==> src/rtl/serial_addsub_pkg.sv <==
// Shared types and constants for the bit-serial adder/subtractor.
package serial_addsub_pkg;

  // Controller states: waiting, shifting bits through the cell, result valid.
  typedef enum logic [1:0] {
    IDLE = 2'd0,
    RUN  = 2'd1,
    DONE = 2'd2
  } sas_state_t;

  // Encoding of the a_ns operation-select input.
  localparam logic OP_ADD = 1'b1;
  localparam logic OP_SUB = 1'b0;

endpackage : serial_addsub_pkg

==> src/rtl/fas.sv <==
// One-bit full adder/subtractor cell.
//   a_ns = 1 : {cout, s} = a + b  + cin
//   a_ns = 0 : {cout, s} = a + ~b + cin
// Subtraction works as two's complement when the caller seeds cin with 1.
module fas
  import serial_addsub_pkg::*;
(
  input  logic a,
  input  logic b,
  input  logic cin,
  input  logic a_ns,
  output logic s,
  output logic cout
);

  logic b_eff;

  // Invert B for subtraction, then form a plain full-adder sum and majority carry.
  always_comb begin
    b_eff = (a_ns == OP_ADD) ? b : ~b;
    s     = a ^ b_eff ^ cin;
    cout  = (a & b_eff) | (a & cin) | (b_eff & cin);
  end

endmodule : fas

==> src/rtl/serial_addsub.sv <==
// Bit-serial N-bit adder/subtractor.
// Operands are latched on an accepted start, then one bit pair per clock is
// pushed LSB-first through a single fas cell. The sum bits enter the result
// register at the MSB and shift right, so after N edges the result is in
// place. cout and signed overflow are captured on the MSB edge, and done
// pulses for one cycle in the DONE state.
module serial_addsub
  import serial_addsub_pkg::*;
#(
  parameter int N = 8
) (
  input  logic         clk,
  input  logic         rst,
  input  logic         start,
  input  logic         a_ns,
  input  logic [N-1:0] a,
  input  logic [N-1:0] b,
  output logic         busy,
  output logic         done,
  output logic [N-1:0] result,
  output logic         cout,
  output logic         ovf
);

  localparam int              CW       = $clog2(N);
  localparam logic [CW-1:0]   CNT_LAST = CW'(N - 1);

  sas_state_t    state;
  sas_state_t    state_nxt;
  logic [CW-1:0] cnt;
  logic          carry_q;
  logic          op_q;
  logic [N-1:0]  a_sr;
  logic [N-1:0]  b_sr;
  logic          fas_s;
  logic          fas_cout;
  logic          accept;
  logic          last_bit;

  // A start is taken in IDLE or DONE; while RUN it is ignored so the
  // latched operands cannot be disturbed mid-operation.
  assign accept   = start && (state != RUN);
  assign last_bit = (state == RUN) && (cnt == CNT_LAST);

  assign busy = (state == RUN);
  assign done = (state == DONE);

  // The single arithmetic cell, fed from the shift-register LSBs.
  fas u_fas (
    .a    (a_sr[0]),
    .b    (b_sr[0]),
    .cin  (carry_q),
    .a_ns (op_q),
    .s    (fas_s),
    .cout (fas_cout)
  );

  // State register.
  // NOTE: clocked state uses non-blocking (<=) so every flop samples the
  // pre-edge values; blocking here would create order-dependent races.
  always_ff @(posedge clk) begin
    if (rst) begin
      state <= IDLE;
    end else begin
      state <= state_nxt;
    end
  end

  // Next-state logic; DONE accepts a new start for back-to-back operation.
  // NOTE: state_nxt gets a default before the case so no path leaves it
  // unassigned, which would otherwise infer a latch.
  always_comb begin
    state_nxt = state;
    unique case (state)
      IDLE:    if (start) state_nxt = RUN;
      RUN:     if (cnt == CNT_LAST) state_nxt = DONE;
      DONE:    state_nxt = start ? RUN : IDLE;
      default: state_nxt = IDLE;
    endcase
  end

  // Datapath: operand capture, bit-serial shift, carry chain and flags.
  always_ff @(posedge clk) begin
    if (rst) begin
      cnt     <= '0;
      carry_q <= 1'b0;
      op_q    <= 1'b0;
      a_sr    <= '0;
      b_sr    <= '0;
      result  <= '0;
      cout    <= 1'b0;
      ovf     <= 1'b0;
    end else if (accept) begin
      a_sr    <= a;
      b_sr    <= b;
      op_q    <= a_ns;
      // Subtract seeds the carry with 1 to complete the two's complement of B.
      carry_q <= ~a_ns;
      cnt     <= '0;
      result  <= '0;
    end else if (state == RUN) begin
      result  <= {fas_s, result[N-1:1]};
      carry_q <= fas_cout;
      a_sr    <= a_sr >> 1;
      b_sr    <= b_sr >> 1;
      if (last_bit) begin
        // Clear explicitly so non-power-of-two N also restarts at zero.
        cnt  <= '0;
        cout <= fas_cout;
        // Signed overflow: carry into the MSB differs from carry out of it.
        ovf  <= carry_q ^ fas_cout;
      end else begin
        cnt  <= cnt + CW'(1);
      end
    end
  end

endmodule : serial_addsub

==> config.mk <==
export PLATFORM = sky130hd
export DESIGN_NAME = serial_addsub
export DESIGN_NICKNAME = d
export VERILOG_FILES = /design/src/rtl/serial_addsub_pkg.sv /design/src/rtl/fas.sv /design/src/rtl/serial_addsub.sv
export SDC_FILE = /design/constraint.sdc
export NUM_CORES = 1
export LEC_CHECK = 0
export ABC_CLOCK_PERIOD_IN_PS = 1300
export BUFFER_PORTS_ARGS = -buffer_cell sky130_fd_sc_hd__buf_2
export CAP_MARGIN = 10
export CORE_UTILIZATION = 49
export CTS_BUF_LIST = sky130_fd_sc_hd__clkbuf_4
export DETAILED_ROUTE_END_ITERATION = 8
export MAX_ROUTING_LAYER = met4
export PLACE_DENSITY = 0.77
export SETUP_SLACK_MARGIN = 0.5
export SKIP_CTS_REPAIR_TIMING = 1
export SYNTH_ARGS = -nofsm -noshare
export SYNTH_HDL_FRONTEND = slang
export SYNTH_SLANG_ARGS = --single-unit
==> constraint.sdc <==
create_clock -name clk -period 1.3 [get_ports clk]
set_input_delay 0.195 -clock clk [delete_from_list [all_inputs] [get_ports clk]]
set_output_delay 0.195 -clock clk [all_outputs]
set_load 0.005 [all_outputs]
==> results.json <==
{
  "clockRootBuffer": "clkbuf_4",
  "start_kind": "flip-flop",
  "start_util_pct": 53.9,
  "r2r_start": "b_sr[0]",
  "place.gp.congestion": 0.784,
  "track_usage_pct": 23.4,
  "fin_skew_ns": 0.0175,
  "report.final.slew_viol_count": 0,
  "crit_path_end": "cout",
  "synthesis.instances": 164,
  "die_h_um": 55.2,
  "ys_types": 28,
  "finalSetupViolCount": 4,
  "critical_path.top_delay_family": "adder cells",
  "drt_wl_total_um": 4550,
  "antenna_cells": 0,
  "grt_pass1_wl_um": 4770,
  "critPathMaxStageDelay_ns": 0.43,
  "syn_nets": 187,
  "place_area_um2": 1730,
  "power.total_mw": 2.20,
  "syn-cell-area_um2": 1390,
  "worst_pin_slew_ns": 0.323,
  "outcome": "finished, violations left",
  "worstSetupStartpoint": "b_sr[0]",
  "layout_common_cells": "buf_2 (21), a21oi_2 (20), nand2_1 (19), dfxtp_1 (19), nor2_1 (17)",
  "grt_max_degree": 23,
  "setup_ws_ns": -0.0965,
  "final_common_cell": "buf_2",
  "detail-route-antenna-nets": 0,
  "slew_headroom_pct": 78.3,
  "antenna_found_initial": 0,
  "finalCritPeriodShare_pct": 107,
  "max_cap_viol_count": 0,
  "ir_drop_uv": 936,
  "grt_overflow": 0,
  "critPathRequiredTime_ns": 1.54,
  "avgSynthCellArea_um2": 8.45,
  "leakage_nw": 0.942,
  "r2r_end": "cout",
  "clkSinkCount": 33,
  "power_density_nw_per_um2": 991,
  "r2r_slack_ns": -0.1,
  "clock_latency_ns": 0.35,
  "fin_crit_ns": 1.40,
  "coreArea_um2": 2570,
  "crit_path_end_kind": "flip-flop",
  "ios": 32,
  "path_cells": "xor2_1 > fa_2 > a311oi_1",
  "hpwl_um": 2160,
  "hold_viol": 0,
  "dieArea_um2": 3040,
  "ys_warn_count": 0,
  "rsz0062_at_grt": "yes",
  "clk_path_buf_depth": 2,
  "cp_num_buf_inv": 0,
  "worst_r2r_path_depth": 3,
  "htreeDepth": 2,
  "cp_num_cells": 3,
  "crit_slowest_cell": "fa_2",
  "timing.fmax_mhz": 716,
  "worst_ep_arrival_time_ns": 1.64,
  "finalNetCount": 240,
  "cts-buffers-inserted": 5,
  "violations": "negative setup slack",
  "die_w_um": 55.2,
  "crit_type": "reg2reg",
  "grt_pass1_vias": 1154,
  "drcViolationCount": 0,
  "clk_pin_slew_ns": 0.11,
  "area_delta_synth_final_pct": 60.3,
  "routed-via-count": 1444,
  "via_per_inst": 5.85,
  "fp-row-count": 18,
  "drt_iter0_markers": 37,
  "routedWlPerCell_um": 18.4,
  "drive_gt1_share_pct": 59.4,
  "dr.pass1.iters": 4,
  "critPathMaxFanout": 3,
  "fin_area_um2": 2220,
  "hp-class": "in2reg",
  "cts_tree": "done",
  "io_buffers": 31,
  "ys_seq_area_share_pct": 47.7,
  "ys_ff_latch": 33
}
[worst min-delay path: stages]
cell      delay (ns)
buf_2           0.10
nand2_1         0.04
a211oi_1        0.06
[sequential cells by signal (all words and copies together), names as in the netlist]
signal,count
a_sr,8
b_sr,8
result,8
cnt,3
state,2
carry_q,1
cout,1
op_q,1
ovf,1
[Yosys cell counts]
library cell  count  share of area, %
xnor2_1           1              0.63
nand3b_1          2               1.1
xor2_1            1              0.63
inv_1             2              0.54
nand3_1           2              0.72
a211oi_1         15               8.1
nor3_1            2              0.72
a21o_1            1              0.54
fa_1              1               1.4
dfxtp_1          33                48
a311oi_1          1              0.63
o21ai_0           1              0.36
mux2i_1           2               1.4
nor2_1           17               4.6
o22a_1            1              0.63
buf_6             2               1.6
ha_1              2               1.8
a221oi_1          1              0.63
clkbuf_1          3              0.81
a21oi_1          27               9.8
nand2b_4          1              0.99
or3_1             1              0.45
and2b_1           1              0.54
nand2_1          34               9.2
inv_2             2              0.54
o21a_1            1              0.54
buf_2             3               1.1
buf_4             4               2.2
[cell families after synthesis]
group                    share of synthesized area, %
adder cells (fa/ha/maj)                          3.25
XOR/XNOR                                         1.26
multiplexers                                     1.45
AND/OR/NAND/NOR                                  18.3
buffers and inverters                            6.78
flip-flops                                       47.7
AO/OA/AOI/OAI                                    21.2
[where the power goes]
part           switching, mW  internal [mW]  total, mW
Combinational          0.262          0.261      0.523
Clock                  0.356          0.217      0.573
Sequential            0.0465           1.06       1.10
[per-stage QoR]
step	setup slack [ns]	TNS [ns]	std cells	hold WS, ns	util, %
floorplan	0.0840	0	164	0.267	-
global placement	0.0548	0	221	0.444	67.2
detailed placement	0.0119	0	221	0.449	67.2
CTS	-0.181	-0.191	228	0.0926	69.1
global route	-0.168	-0.424	247	0.0758	86.5
finish	-0.0965	-0.191	247	0.0880	86.5
[worst min-delay path by stage]
stage / end / cells past startpoint / startpoint / slack, ns
finish: b_sr[1] / 3 / b[1] / 0.09
global route: b_sr[1] / 3 / b[1] / 0.08
CTS: b_sr[1] / 3 / b[1] / 0.09
detailed placement: a_sr[0] / 3 / a[0] / 0.45
global placement: b_sr[5] / 3 / b[5] / 0.44
floorplan: cout / 1 / rst / 0.27
[metal layers]
layer | global-route usage [%] | vias to the layer above | part of all wire (%)
li1 | - | 671 | -
met1 | 26.4 | 691 | 40
met2 | 39.8 | 67 | 49
met3 | 4.92 | 15 | 7.4
met4 | 10.4 | 0 | 3.2
met5 | - | - | 0
[final cells by class]
| cell class | instances | area, um^2 |
|---|---|---|
| clock buffers | 6 | 45.0 |
| clock inverters | 1 | 3.75 |
| fillers | 124 | 348 |
| inverters | 4 | 20.0 |
| multi-input cells | 116 | 880 |
| flip-flops and latches | 33 | 693 |
| well taps | 30 | 37.5 |
| repair buffers | 57 | 541 |
No activity file was read; power rests on OpenSTA's default activity.
